[src/rtl/thor2024_mem_dispatch_pkg.sv]
// Shared types for the memory dispatch stage: queue indexing, queue entry view,
// data-cache request payload and outstanding-request tracker states.
package thor2024_mem_dispatch_pkg;

    localparam int QENTRIES = 8;
    localparam int MEM_NTRK = 2;

    typedef logic [$clog2(QENTRIES)-1:0] que_ndx_t;
    typedef logic [QENTRIES-1:0]         que_bitmask_t;
    typedef logic [31:0]                 address_t;
    typedef logic [63:0]                 value_t;
    typedef logic [1:0]                  memsz_t;

    typedef struct packed {
        address_t a1;
        value_t   a2;
        memsz_t   memsz;
        logic     load;
    } iq_entry_t;

    typedef struct packed {
        logic     tag;
        logic     load;
        memsz_t   memsz;
        address_t adr;
        value_t   dat;
    } mem_req_t;

    typedef enum logic [1:0] {IDLE, QUEUED, SENT, CANCEL} mem_trk_state_t;

endpackage

[src/rtl/thor2024_mem_tracker.sv]
// One outstanding memory request: lifecycle FSM plus the payload latched at capture.
module thor2024_mem_tracker
    import thor2024_mem_dispatch_pkg::*;
(
    input  logic           clk,
    input  logic           rst,
    input  logic           capture,
    input  logic           accept,
    input  logic           resp,
    input  que_bitmask_t   iqentry_stomp,
    input  que_ndx_t       cap_ndx,
    input  iq_entry_t      cap_ent,
    output mem_trk_state_t state,
    output que_ndx_t       ndx,
    output logic           load,
    output memsz_t         memsz,
    output address_t       adr,
    output value_t         dat
);

    logic stomp;
    assign stomp = iqentry_stomp[ndx];

    // An accept that coincides with a stomp still goes out; the response is then swallowed.
    always_ff @(posedge clk or posedge rst) begin
        if (rst) begin
            state <= IDLE;
        end else begin
            case (state)
                IDLE:    if (capture) state <= QUEUED;
                QUEUED:  if (accept) state <= stomp ? CANCEL : SENT;
                         else if (stomp) state <= IDLE;
                SENT:    if (resp) state <= IDLE;
                         else if (stomp) state <= CANCEL;
                CANCEL:  if (resp) state <= IDLE;
                default: state <= IDLE;
            endcase
        end
    end

    always_ff @(posedge clk) begin
        if (capture && state == IDLE) begin
            ndx   <= cap_ndx;
            load  <= cap_ent.load;
            memsz <= cap_ent.memsz;
            adr   <= cap_ent.a1;
            dat   <= cap_ent.load ? '0 : cap_ent.a2;
        end
    end

endmodule

[src/rtl/thor2024_mem_dispatch.sv]
// Memory dispatch: picks the oldest issuable queue entry, hands it to a free tracker,
// arbitrates tracker requests onto the cache channel and returns tagged completions.
module thor2024_mem_dispatch
    import thor2024_mem_dispatch_pkg::que_ndx_t, thor2024_mem_dispatch_pkg::que_bitmask_t,
           thor2024_mem_dispatch_pkg::iq_entry_t, thor2024_mem_dispatch_pkg::mem_req_t,
           thor2024_mem_dispatch_pkg::mem_trk_state_t, thor2024_mem_dispatch_pkg::address_t,
           thor2024_mem_dispatch_pkg::value_t, thor2024_mem_dispatch_pkg::memsz_t,
           thor2024_mem_dispatch_pkg::IDLE, thor2024_mem_dispatch_pkg::QUEUED,
           thor2024_mem_dispatch_pkg::SENT;
#(
    parameter int QENTRIES = 8,
    parameter int NTRK     = 2
) (
    input  logic         clk,
    input  logic         rst,
    input  que_ndx_t     head0,
    input  que_ndx_t     head1,
    input  que_ndx_t     head2,
    input  que_ndx_t     head3,
    input  que_ndx_t     head4,
    input  que_ndx_t     head5,
    input  que_ndx_t     head6,
    input  que_ndx_t     head7,
    input  que_bitmask_t iqentry_memissue,
    input  que_bitmask_t iqentry_stomp,
    input  iq_entry_t    iq [QENTRIES],
    output que_bitmask_t issued_o,
    output logic         mem_req_v_o,
    input  logic         mem_req_rdy_i,
    output mem_req_t     mem_req_o,
    input  logic         mem_resp_v_i,
    input  logic         mem_resp_tag_i,
    input  value_t       mem_resp_dat_i,
    input  logic         mem_resp_err_i,
    output logic         done_v_o,
    output que_ndx_t     done_ndx_o,
    output value_t       done_dat_o,
    output logic         done_exc_o,
    output logic         busy_o
);

    que_ndx_t       heads [QENTRIES];
    mem_trk_state_t trk_state [NTRK];
    que_ndx_t       trk_ndx   [NTRK];
    logic           trk_load  [NTRK];
    memsz_t         trk_memsz [NTRK];
    address_t       trk_adr   [NTRK];
    value_t         trk_dat   [NTRK];

    que_bitmask_t held;
    logic         sel_found, free_found, capture_any;
    que_ndx_t     sel_ndx;
    logic         free_trk, req_sel, last_cap, q0, q1, done_hit;

    assign heads = '{head0, head1, head2, head3, head4, head5, head6, head7};

    // Entries already owned by a tracker (including cancelled ones awaiting a response).
    always_comb begin
        held = '0;
        for (int t = 0; t < NTRK; t++)
            if (trk_state[t] != IDLE) held[trk_ndx[t]] = 1'b1;
    end

    always_comb begin
        sel_found = 1'b0;
        sel_ndx   = '0;
        for (int i = 0; i < QENTRIES; i++) begin
            if (!sel_found && iqentry_memissue[heads[i]] && !iqentry_stomp[heads[i]]
                && !held[heads[i]]) begin
                sel_found = 1'b1;
                sel_ndx   = heads[i];
            end
        end
    end

    always_comb begin
        free_found = 1'b0;
        free_trk   = 1'b0;
        for (int t = NTRK - 1; t >= 0; t--) begin
            if (trk_state[t] == IDLE) begin
                free_found = 1'b1;
                free_trk   = 1'(t);
            end
        end
    end

    assign capture_any = sel_found && free_found;

    // With two trackers the older queued one is whichever was not captured last.
    assign q0          = (trk_state[0] == QUEUED);
    assign q1          = (trk_state[1] == QUEUED);
    assign req_sel     = (q0 && q1) ? ~last_cap : q1;
    assign mem_req_v_o = q0 || q1;
    assign busy_o      = (trk_state[0] != IDLE) || (trk_state[1] != IDLE);

    always_comb begin
        mem_req_o = '0;
        if (mem_req_v_o) begin
            mem_req_o.tag   = req_sel;
            mem_req_o.load  = trk_load[req_sel];
            mem_req_o.memsz = trk_memsz[req_sel];
            mem_req_o.adr   = trk_adr[req_sel];
            mem_req_o.dat   = trk_dat[req_sel];
        end
    end

    for (genvar g = 0; g < NTRK; g++) begin : g_trk
        thor2024_mem_tracker u_trk (
            .clk           (clk),
            .rst           (rst),
            .capture       (capture_any && free_trk == 1'(g)),
            .accept        (mem_req_v_o && mem_req_rdy_i && req_sel == 1'(g)),
            .resp          (mem_resp_v_i && mem_resp_tag_i == 1'(g)),
            .iqentry_stomp (iqentry_stomp),
            .cap_ndx       (sel_ndx),
            .cap_ent       (iq[sel_ndx]),
            .state         (trk_state[g]),
            .ndx           (trk_ndx[g]),
            .load          (trk_load[g]),
            .memsz         (trk_memsz[g]),
            .adr           (trk_adr[g]),
            .dat           (trk_dat[g])
        );
    end

    // A response completes only for a SENT tracker whose entry is not being squashed now.
    assign done_hit = mem_resp_v_i && trk_state[mem_resp_tag_i] == SENT
                      && !iqentry_stomp[trk_ndx[mem_resp_tag_i]];

    always_ff @(posedge clk or posedge rst) begin
        if (rst) begin
            issued_o   <= '0;
            last_cap   <= 1'b0;
            done_v_o   <= 1'b0;
            done_ndx_o <= '0;
            done_dat_o <= '0;
            done_exc_o <= 1'b0;
        end else begin
            issued_o   <= capture_any ? (que_bitmask_t'(1) << sel_ndx) : '0;
            if (capture_any) last_cap <= free_trk;
            done_v_o   <= done_hit;
            done_exc_o <= done_hit && mem_resp_err_i;
            if (done_hit) begin
                done_ndx_o <= trk_ndx[mem_resp_tag_i];
                done_dat_o <= trk_load[mem_resp_tag_i] ? mem_resp_dat_i : '0;
            end
        end
    end

endmodule

[config.mk]
export PLATFORM = sky130hd
export DESIGN_NAME = thor2024_mem_dispatch
export DESIGN_NICKNAME = d
export VERILOG_FILES = /design/src/rtl/thor2024_mem_dispatch_pkg.sv /design/src/rtl/thor2024_mem_tracker.sv /design/src/rtl/thor2024_mem_dispatch.sv
export SDC_FILE = /design/constraint.sdc
export NUM_CORES = 1
export LEC_CHECK = 0
export BUFFER_PORTS_ARGS = -buffer_cell sky130_fd_sc_hd__buf_2
export CAP_MARGIN = 20
export CORE_AREA = 8 8 416 418
export DETAILED_ROUTE_END_ITERATION = 6
export DIE_AREA = 0 0 424 426
export PLACE_DENSITY = 0.33
export SLEW_MARGIN = 10
export SYNTH_ARGS = -nofsm -noshare
export SYNTH_HDL_FRONTEND = slang
export SYNTH_SLANG_ARGS = --single-unit
[constraint.sdc]
create_clock -name clk -period 16.6 [get_ports clk]
set_input_delay 3.32 -clock clk [delete_from_list [all_inputs] [get_ports clk]]
set_output_delay 3.32 -clock clk [all_outputs]
set_load 0.02 [all_outputs]
==> flow_summary_export.csv, run 1 <==
group,metric,value,unit
routing,vias_per_cell,3.87,
hold_path,min_from,"done_dat_o[5]",
routing,vias,20200,
clock_network,cts_tree,"yes",
clock_network,clock_latency,0.58,ns
routing,drtPass1Iterations,5,
power,leakagePower,12.5,nW
synthesis,syn_area_per_cell,9.93,sq um
power,ir_worst_vdd,0.000122,V
timing,maxSlewHeadroom,28.1,%
worst_setup_path,cp_common_cell,"buf_4",
synthesis,synthFlopType,"edfxtp_1",
synthesis,ys_types,71,
worst_setup_path,r2r-end,"g_trk[1].u_trk.dat[33]",
timing,period_share,55.0,%
routing,wl,141,mm
worst_setup_path,endpoint_kind,"register",
global_routing,grt_max_degree,103,
power,fin_total_pwr,5.98,mW
layout,area_growth,45.7,%
synthesis,postSynthCellCount,1974,
clock_network,cts_hold_buf,0,
synthesis,yosys_warnings,0,
timing,skew,0.0273,ns
routing,drcViolationCount,0,
worst_setup_path,criticalPathCategory,"in2reg",
routing,wl_per_cell,27.1,um
die,num_rows,150,
clock_network,post_cts_resized,0,
synthesis,async_flop_share,28.7,%
worst_setup_path,cp_max_fo,61,
worst_setup_path,reg2reg_depth,14,
synthesis,ys_ff_latch,286,
clock_network,cts_buffer_depth,3,
timing,finalHoldViolCount,0,
worst_setup_path,worst_path_max_delay_cell,"buf_4",
clock_network,clock-root-buffer,"clkbuf_16",
placed_design,routabilityCongestion,0.880,
worst_setup_path,startpoint_type,"input port",
timing,fin_crit,9.12,ns
die,pin_count,1081,
timing,tightest_slew,1.08,ns
hold_path,min_path_type,"reg2reg",
hold_path,holdPathStages,2,
run,drv_cap,0,
worst_setup_path,r2r_start,"g_trk[0].u_trk.ndx[2]",
layout,fin_nets,3858,
hold_path,worstHoldEndpoint,"done_dat_o[5]",
die,die-area,181000,sq um
clock_network,post_cts_buffers,0,
die,dieWidth,424,um
global_routing,busiest_layer,"met2",
global_routing,grt_pass1_wl,185,mm
synthesis,syn-cell-area,19600,sq um
clock_network,ctsHtreeMaxLevel,2,
outcome,outcome,"finished, final reports clean",
timing,slew_viol_final,0,
global_routing,antenna_found_initial,71,
synthesis,synth_nets,2876,
synthesis,ys_seq_area_share,41.7,%
routing,initialDrtViolationCount,1448,
global_routing,gr-total-overflow,0,
placed_design,io_buffers,1080,
timing,max_freq,110,MHz
timing,final.setup.tns,0,ns
worst_setup_path,cp_slowest_stage_delay,0.79,ns
clock_network,clkTransAtPathRegs,0.06,ns
global_routing,grt_usage,14.6,%
power,power_density,209,nW/um^2
die,die_h,426,um
worst_setup_path,cp.required,16.89,ns
global_routing,met1_usage,18.1,%
global_routing,grtUsageMet2,24.6,%
worst_setup_path,path_cells,"buf_2 > nor2b_1 > nor3b_2 > mux4_2 > mux2_4 > a2111oi_2 > o2111ai_1 > o2111a_4 > buf_4 > buf_4 > buf_4 > mux2_2 > o22ai_1 > nor3_2",
timing,setup_viol,0,
die,core_area,166000,sq um
routing,ant_nets,0,
timing,rsz0062_at_grt,"false",
worst_setup_path,critPathArrivalTime,9.41,ns
die,start_util,11.8,%
placed_design,hpwl,116,mm
global_routing,grt_use_met3,4.24,%
layout,drive_gt1_share,51.5,%
worst_setup_path,r2r_slack,9.63,ns
clock_network,cts_buffers,39,
clock_network,clock_sinks,286,
global_routing,grt_pass1_vias,20800,
synthesis,synth_edf_count,204,
[layout make-up]
| type | count | area (sq um) |
|---|---|---|
| antenna | 15 | 37.5 |
| timing repair buffer | 1108 | 5620 |
| clock buffer | 48 | 1030 |
| multi-input combinational | 1508 | 10700 |
| tap | 2204 | 2760 |
| inverter | 13 | 56.3 |
| fill | 19000 | 138000 |
| sequential | 286 | 8180 |
| clock inverter | 22 | 210 |
[power breakdown]
part / total, mW / internal, mW / switching, mW
Sequential: 1.49 / 1.35 / 0.136
Combinational: 3.65 / 1.11 / 2.53
Clock: 0.850 / 0.490 / 0.359
Total: 5.98 / 2.95 / 3.03
[stage by stage]
stage | cells | setup WS [ns] | cell area, sq um | hold slack [ns] | util, %
floorplan | 1974 | 6.71 | 19600 | 0.463 | -
detailed placement | 5119 | 6.90 | 27300 | 0.465 | 16.4
global route | 5196 | 7.15 | 28600 | 0.495 | 17.2
finish | 5204 | 7.48 | 28600 | 0.470 | 17.2
global placement | 5119 | 6.96 | 27300 | 0.460 | 16.4
CTS | 5189 | 7.59 | 28500 | 0.478 | 17.2
[critical path: cells and delay by family]
family                 cells  cell delay, ns
muxes                      3            1.02
and+or+nand+nor            3            1.07
AOI/OAI and AO/OA          4            1.24
buffers and inverters      4            2.42
[worst max-delay path by stage]
stage,slack (ns),endpoint,cells after the start,start
final,7.48,g_trk[1].u_trk.dat[33],14,iqentry_stomp[5]
after global routing,7.15,g_trk[1].u_trk.dat[33],14,iqentry_stomp[5]
after CTS,7.59,g_trk[1].u_trk.dat[60],14,iqentry_stomp[5]
after detailed placement,6.90,g_trk[1].u_trk.dat[60],14,iqentry_stomp[5]
after global placement,6.96,g_trk[0].u_trk.dat[41],14,iqentry_stomp[5]
after floorplan,6.71,g_trk[1].u_trk.adr[0],11,head3[1]
[cell usage in the layout, fill, tap and decap left out, drive strengths merged, types with 10 or more instances in the layout]
| master | n |
|---|---|
| buf | 1108 |
| clkbuf | 48 |
| clkinv | 14 |
| dfrtp | 82 |
| diode | 15 |
| edfxtp | 204 |
| inv | 15 |
| mux2 | 328 |
| mux2i | 86 |
| mux4 | 15 |
| nand2 | 425 |
| nand2b | 19 |
| nand3 | 108 |
| nor2 | 30 |
| nor2b | 10 |
| nor3 | 77 |
| o211ai | 36 |
| o21ai | 145 |
| o22ai | 139 |
[synthesized netlist by cell type (all sizes together) (3+ instances only)]
master | count | area, sq um
nor2 | 30 | 118
or4 | 3 | 22.5
and2 | 3 | 18.8
mux2i | 86 | 861
buf | 78 | 442
nor4b | 4 | 35.0
or2 | 5 | 31.3
o2111ai | 6 | 52.6
o21ai | 145 | 726
inv | 13 | 48.8
o22ai | 139 | 895
nor3b | 8 | 70.1
nand2b | 19 | 119
dfrtp | 82 | 2050
nand2 | 425 | 1600
mux2 | 328 | 3700
and3 | 3 | 18.8
clkbuf | 89 | 334
o221ai | 4 | 41.3
edfxtp | 204 | 6130
mux4 | 15 | 338
o211ai | 36 | 270
nor3 | 77 | 641
nor2b | 10 | 62.6
nand3 | 108 | 541
a21oi | 9 | 45.0
nand4b | 4 | 35.0
nor4 | 4 | 31.3
o21a | 3 | 22.5
[metal layers]
| layer | part of all wire [%] | vias to the layer above | wire length (um) |
|---|---|---|---|
| met5 | 0.16 | - | 224 |
| met4 | 2.6 | 34 | 3600 |
| met3 | 7.2 | 162 | 10200 |
| met2 | 49 | 771 | 69000 |
| met1 | 41 | 9898 | 58000 |
| li1 | - | 9299 | - |
[flip-flops by register name (all words and copies together), names as in the netlist]
name and count:
g_trk.u_trk.dat 128, g_trk.u_trk.state 4, done_exc_o 1, g_trk.u_trk.load 2
done_dat_o 64, done_v_o 1, last_cap 1, g_trk.u_trk.ndx 6
g_trk.u_trk.adr 64, done_ndx_o 3, g_trk.u_trk.memsz 4, issued_o 8
[cells by family after synthesis]
kind of cell,count (synthesis),synth area share [%]
buf+inv,180,4.20
compound gates,367,11.7
mux,429,25.0
flops,286,41.7
xor+xnor,1,0.0447
simple gates,711,17.3
(Power assumes the default switching activity.)
==> inputs of run 2 (changes only) <==
CORE_AREA = 8 8 417 419   (was 8 8 416 418)
DIE_AREA = 0 0 425 427   (was 0 0 424 426)
clock period = 9 ns   (was 16.6 ns; I/O delays follow)
==> flow_summary_export.csv, run 2 (same netlist as run 1, synthesis figures left out) <==
group,metric,value,unit
power,ir_worst_vdd,0.000206,V
worst_setup_path,critPathArrivalTime,6.38,ns
routing,wl_per_cell,27.3,um
clock_network,clock-root-buffer,"clkbuf_16",
routing,vias_per_cell,3.84,
worst_setup_path,cp_slowest_stage_delay,0.68,ns
worst_setup_path,path_cells,"buf_2 > nor2b_1 > nor3b_2 > mux4_2 > mux2_4 > a2111oi_2 > o2111ai_1 > o2111a_4 > buf_12 > mux2_2 > o22ai_1 > nor3_2",
timing,slew_viol_final,0,
timing,rsz0062_at_grt,"false",
timing,maxSlewHeadroom,27.4,%
clock_network,clock_latency,0.62,ns
global_routing,grt_max_degree,116,
worst_setup_path,critPathTopFamily,"compound AO/OA/AOI/OAI gates",
run,drv_cap,0,
global_routing,antenna_found_initial,103,
worst_setup_path,path_buf_inv,2,
layout,area_growth,47.1,%
timing,final.setup.tns,0,ns
clock_network,clkTransAtPathRegs,0.06,ns
clock_network,cts_buffer_depth,3,
layout,mostFrequentLayoutCell,"buf_2",
worst_setup_path,endpoint_kind,"register",
die,pin_count,1081,
hold_path,min_path_type,"reg2reg",
layout,layout_common_cells,"1080 x buf_2, 424 x nand2_1, 268 x mux2_2, 204 x edfxtp_1, 135 x o22ai_1",
routing,ant_nets,0,
routing,initialDrtViolationCount,1381,
die,die_h,427,um
layout,largest_register_ffs,128,
timing,finalHoldViolCount,0,
clock_network,ctsHtreeMaxLevel,2,
die,start_util,11.7,%
routing,drcViolationCount,0,
worst_setup_path,worst_path_max_delay_cell,"o2111a_4",
die,num_rows,151,
clock_network,clock_sinks,286,
timing,setup_viol,0,
global_routing,gr-total-overflow,0,
placed_design,hpwl,117,mm
die,core_area,168000,sq um
routing,wl,143,mm
timing,fin_crit,6.07,ns
timing,max_freq,165,MHz
clock_network,post_cts_resized,0,
timing,tightest_slew,1.09,ns
clock_network,cts_hold_buf,0,
routing,vias,20200,
clock_network,cts_tree,"yes",
clock_network,cts_buffers,42,
worst_setup_path,startpoint_type,"input port",
timing,period_share,67.4,%
global_routing,grt_pass1_vias,20900,
placed_design,routabilityCongestion,0.862,
layout,top_regs,"g_trk.u_trk.dat (128), done_dat_o (64), g_trk.u_trk.adr (64)",
layout,regMostFlops,"g_trk.u_trk.dat",
die,die-area,181000,sq um
clock_network,post_cts_buffers,0,
timing,skew,0.0364,ns
worst_setup_path,criticalPathCategory,"in2reg",
die,dieWidth,425,um
global_routing,grt_usage,14.9,%
routing,drtPass1Iterations,7,
worst_setup_path,cp_max_fo,115,
power,power_density,387,nW/um^2
placed_design,io_buffers,1080,
power,leakagePower,12.6,nW
outcome,outcome,"finished, final reports clean",
worst_setup_path,cp.required,9.31,ns
global_routing,grt_pass1_wl,187,mm
layout,drive_gt1_share,51.6,%
placed_design,post-place-cells,5134,
layout,fin_cells,5249,
layout,fin_nets,3863,
[run 2: cell count changes in the layout (fill, tap and decap cells not counted), moves of 2 or more]
cell / previous run / this run
buf_12: 0 / 6
clkbuf_16: 40 / 42
clkinv_1: 4 / 8
clkbuf_8: 0 / 3
diode_2: 15 / 36
buf_4: 28 / 23
clkinv_2: 8 / 6
[run 2: cell type report]
type	count	area, sq um
multi-input combinational	1508	10700
tap	2218	2780
clock buffer	53	1120
antenna	36	90.1
timing repair buffer	1110	5730
sequential	286	8180
clock inverter	25	204
fill	19100	139000
inverter	13	53.8
[run 2: final timing paths]
| kind | startpoint | to | slack, ns | cells past startpoint |
|---|---|---|---|---|
| setup / recovery | iqentry_stomp[5] | g_trk[0].u_trk.dat[35] | 2.93 | 12 |
| hold / removal | done_dat_o[21] | done_dat_o[21] | 0.47 | 2 |
| setup reg to reg | g_trk[0].u_trk.state[1] | g_trk[0].u_trk.dat[0] | 3.35 | 13 |
| hold reg to reg | done_dat_o[21] | done_dat_o[21] | 0.47 | 2 |
| max in group asynchronous | rst | done_dat_o[55] | 6.58 | 3 |
| min in group asynchronous | rst | done_ndx_o[0] | 1.23 | 2 |
[run 2: tightest hold or removal path, cell delays in order, from the launching register on]
cell and delay [ns]:
dfrtp_1 0.33, nand2_1 0.04, o21ai_0 0.06
[run 2: metal layers]
layer  track usage, %  vias up  wire length, um
li1                 -     9352                -
met1             18.8     9793            60100
met2             24.3      791            68200
met3             4.78      182            11200
met4             4.27       38             3530
met5                0        -              241
[run 2: power breakdown]
group	total [mW]	internal [mW]	switching [mW]	leakage, nW
registers	2.75	2.49	0.259	3.02
logic	6.77	2.09	4.68	8.91
clock network	1.65	0.945	0.702	0.647
total	11.2	5.53	5.64	12.6
[run 2: metrics by stage]
step	power, mW	instance area [sq um]	util, %	setup slack [ns]	hold WS, ns
2_1_floorplan	6.81	19600	-	0.627	0.463
3_3_place_gp	9.77	27400	16.3	2.20	0.459
3_5_place_dp	9.77	27400	16.3	2.22	0.466
4_1_cts	11.5	28700	17.1	2.78	0.479
5_1_grt	12.0	28800	17.2	2.67	0.491
6_report	11.2	28800	17.2	2.93	0.473
==> inputs of run 3 (changes only) <==
clock period = 6.1 ns   (was 9 ns; I/O delays follow)
==> flow_summary_export.csv, run 3 (same netlist as run 1, synthesis figures left out) <==
group,metric,value,unit
outcome,outcome,"finished, final reports clean",
timing,period_share,81.9,%
layout,top_regs,"g_trk.u_trk.dat (128), done_dat_o (64), g_trk.u_trk.adr (64)",
hold_path,min_path_type,"reg2reg",
layout,regMostFlops,"g_trk.u_trk.dat",
timing,final.setup.tns,0,ns
power,switchingPower,8.42,mW
worst_setup_path,path_cells,"o21ai_1 > nor2_1 > nor3b_2 > mux2i_1 > o211ai_1 > nor2_1 > and3_1 > and3b_1 > o32a_2 > inv_1 > mux2_4 > buf_12 > nor3_1",
power,swShare,49.6,%
routing,drtPass1Iterations,7,
placed_design,routabilityCongestion,0.903,
worst_setup_path,cp_slowest_stage_delay,0.52,ns
power,sequentialPowerShare,23.8,%
power,p_int,8.54,mW
run,drv_cap,0,
clock_network,clock_sinks,286,
global_routing,grt_pass1_vias,21100,
worst_setup_path,cp.required,6.52,ns
die,dieWidth,425,um
layout,largest_register_ffs,128,
clock_network,cts_hold_buf,0,
clock_network,cts_tree,"yes",
timing,finalHoldWorstSlack,0.471,ns
clock_network,clkTransAtPathRegs,0.05,ns
die,core_area,168000,sq um
worst_setup_path,r2r_start,"g_trk[0].u_trk.state[1]",
die,die-area,181000,sq um
timing,tightest_slew,1.01,ns
worst_setup_path,r2r_slack,1.11,ns
layout,drive_gt1_share,52.1,%
timing,rsz0062_at_grt,"false",
hold_path,worstHoldEndpoint,"done_ndx_o[2]",
hold_path,holdPathStages,2,
worst_setup_path,reg2reg_depth,13,
global_routing,gr-total-overflow,0,
layout,layout_common_cells,"1080 x buf_2, 424 x nand2_1, 268 x mux2_2, 204 x edfxtp_1, 135 x o22ai_1",
routing,ant_nets,0,
timing,setup_viol,0,
clock_network,ctsHtreeMaxLevel,2,
layout,mostFrequentLayoutCell,"buf_2",
routing,vias,20400,
power,clkPwrFrac,15.6,%
timing,slew_viol_final,0,
global_routing,grt_usage,14.8,%
worst_setup_path,cp_max_fo,59,
die,pin_count,1081,
routing,wl,144,mm
worst_setup_path,r2r-end,"g_trk[1].u_trk.dat[1]",
timing,finalHoldViolCount,0,
global_routing,grt_max_degree,99,
worst_setup_path,cp_common_cell,"nor2_1",
placed_design,hpwl,118,mm
placed_design,io_buffers,1080,
clock_network,cts_buffer_depth,3,
die,num_rows,151,
routing,drcViolationCount,0,
worst_setup_path,criticalPathCategory,"reg2reg",
power,combinationalPowerShare,60.6,%
timing,maxSlewHeadroom,32.5,%
timing,max_freq,200,MHz
clock_network,post_cts_resized,0,
worst_setup_path,worstSetupPathDepth,13,
worst_setup_path,path_buf_inv,2,
worst_setup_path,startpoint_type,"register",
worst_setup_path,critPathArrivalTime,5.41,ns
clock_network,post_cts_buffers,0,
routing,wl_per_cell,27.3,um
timing,fin_crit,4.99,ns
routing,initialDrtViolationCount,1524,
layout,fin_nets,3889,
power,leakagePower,12.8,nW
routing,vias_per_cell,3.88,
hold_path,min_from,"done_ndx_o[2]",
die,die_h,427,um
worst_setup_path,endpoint_kind,"register",
clock_network,cts_buffers,44,
clock_network,clock_latency,0.62,ns
power,power_density,579,nW/um^2
worst_setup_path,worst_path_max_delay_cell,"dfrtp_1",
global_routing,grt_pass1_wl,187,mm
timing,skew,0.0329,ns
worst_setup_path,critPathTopFamily,"simple AND/OR/NAND/NOR gates",
global_routing,antenna_found_initial,94,
die,start_util,11.7,%
clock_network,clock-root-buffer,"clkbuf_16",
power,ir_worst_vdd,0.000390,V
layout,area_growth,49.3,%
-- run 3: worst register-to-register path, cell delays in order (launching register included) --
cell	delay (ns)
dfrtp_1	0.52
o21ai_1	0.42
nor2_1	0.20
nor3b_2	0.52
mux2i_1	0.24
o211ai_1	0.38
nor2_1	0.12
and3_1	0.27
and3b_1	0.21
o32a_2	0.51
inv_1	0.24
mux2_4	0.42
buf_12	0.21
nor3_1	0.56
-- run 3: layout make-up --
type	count	area, sq um
flip-flops and latches	286	8180
clock inverters	28	289
well taps	2218	2780
diodes	24	60.1
multi-input cells	1508	10700
clock buffers	54	1190
inverters	13	56.3
fillers	19000	138000
repair buffers	1134	6040
-- run 3: routing by layer --
metal  share of wire [%]  global-route usage, %  vias up
li1                    -                      -     9391
met1                  42                   18.5     9973
met2                  48                   24.7      821
met3                 7.7                   4.65      198
met4                 2.7                   4.05       40
met5                0.19                      0        -
-- run 3: power by group through the flow --
| stage | clock network (mW) | logic (mW) | registers [mW] |
|---|---|---|---|
| 6_report | 2.65 | 10.3 | 4.04 |
| 5_1_grt | 2.83 | 11.1 | 4.16 |
| 4_1_cts | 2.77 | 10.6 | 4.05 |
| 3_5_place_dp | 0 | 10.5 | 4.08 |
| 3_3_place_gp | 0 | 10.5 | 4.08 |
| 2_1_floorplan | 0 | 5.72 | 4.30 |
-- run 3: through the flow --
stage          setup slack (ns)  cell area, sq um  total power, mW  util [%]  cells
2_1_floorplan            0.0337             19600             10.0         -   1974
3_3_place_gp              0.513             27700             14.6      16.5   5159
3_5_place_dp              0.531             27700             14.6      16.5   5159
4_1_cts                    1.02             29200             17.4      17.4   5241
5_1_grt                   0.696             29200             18.1      17.4   5247
6_report                   1.11             29300             17.0      17.4   5265
-- run 3: how the worst max path moves through the flow --
| stage | to | slack, ns | startpoint |
|---|---|---|---|
| CTS | g_trk[1].u_trk.dat[2] | 1.02 | g_trk[0].u_trk.state[1] |
| finish | g_trk[1].u_trk.dat[1] | 1.11 | g_trk[0].u_trk.state[1] |
| floorplan | g_trk[1].u_trk.adr[0] | 0.03 | head3[1] |
| global placement | g_trk[1].u_trk.dat[2] | 0.51 | iqentry_stomp[5] |
| global route | g_trk[1].u_trk.dat[2] | 0.70 | g_trk[0].u_trk.state[1] |
| detailed placement | g_trk[1].u_trk.dat[2] | 0.53 | iqentry_stomp[5] |
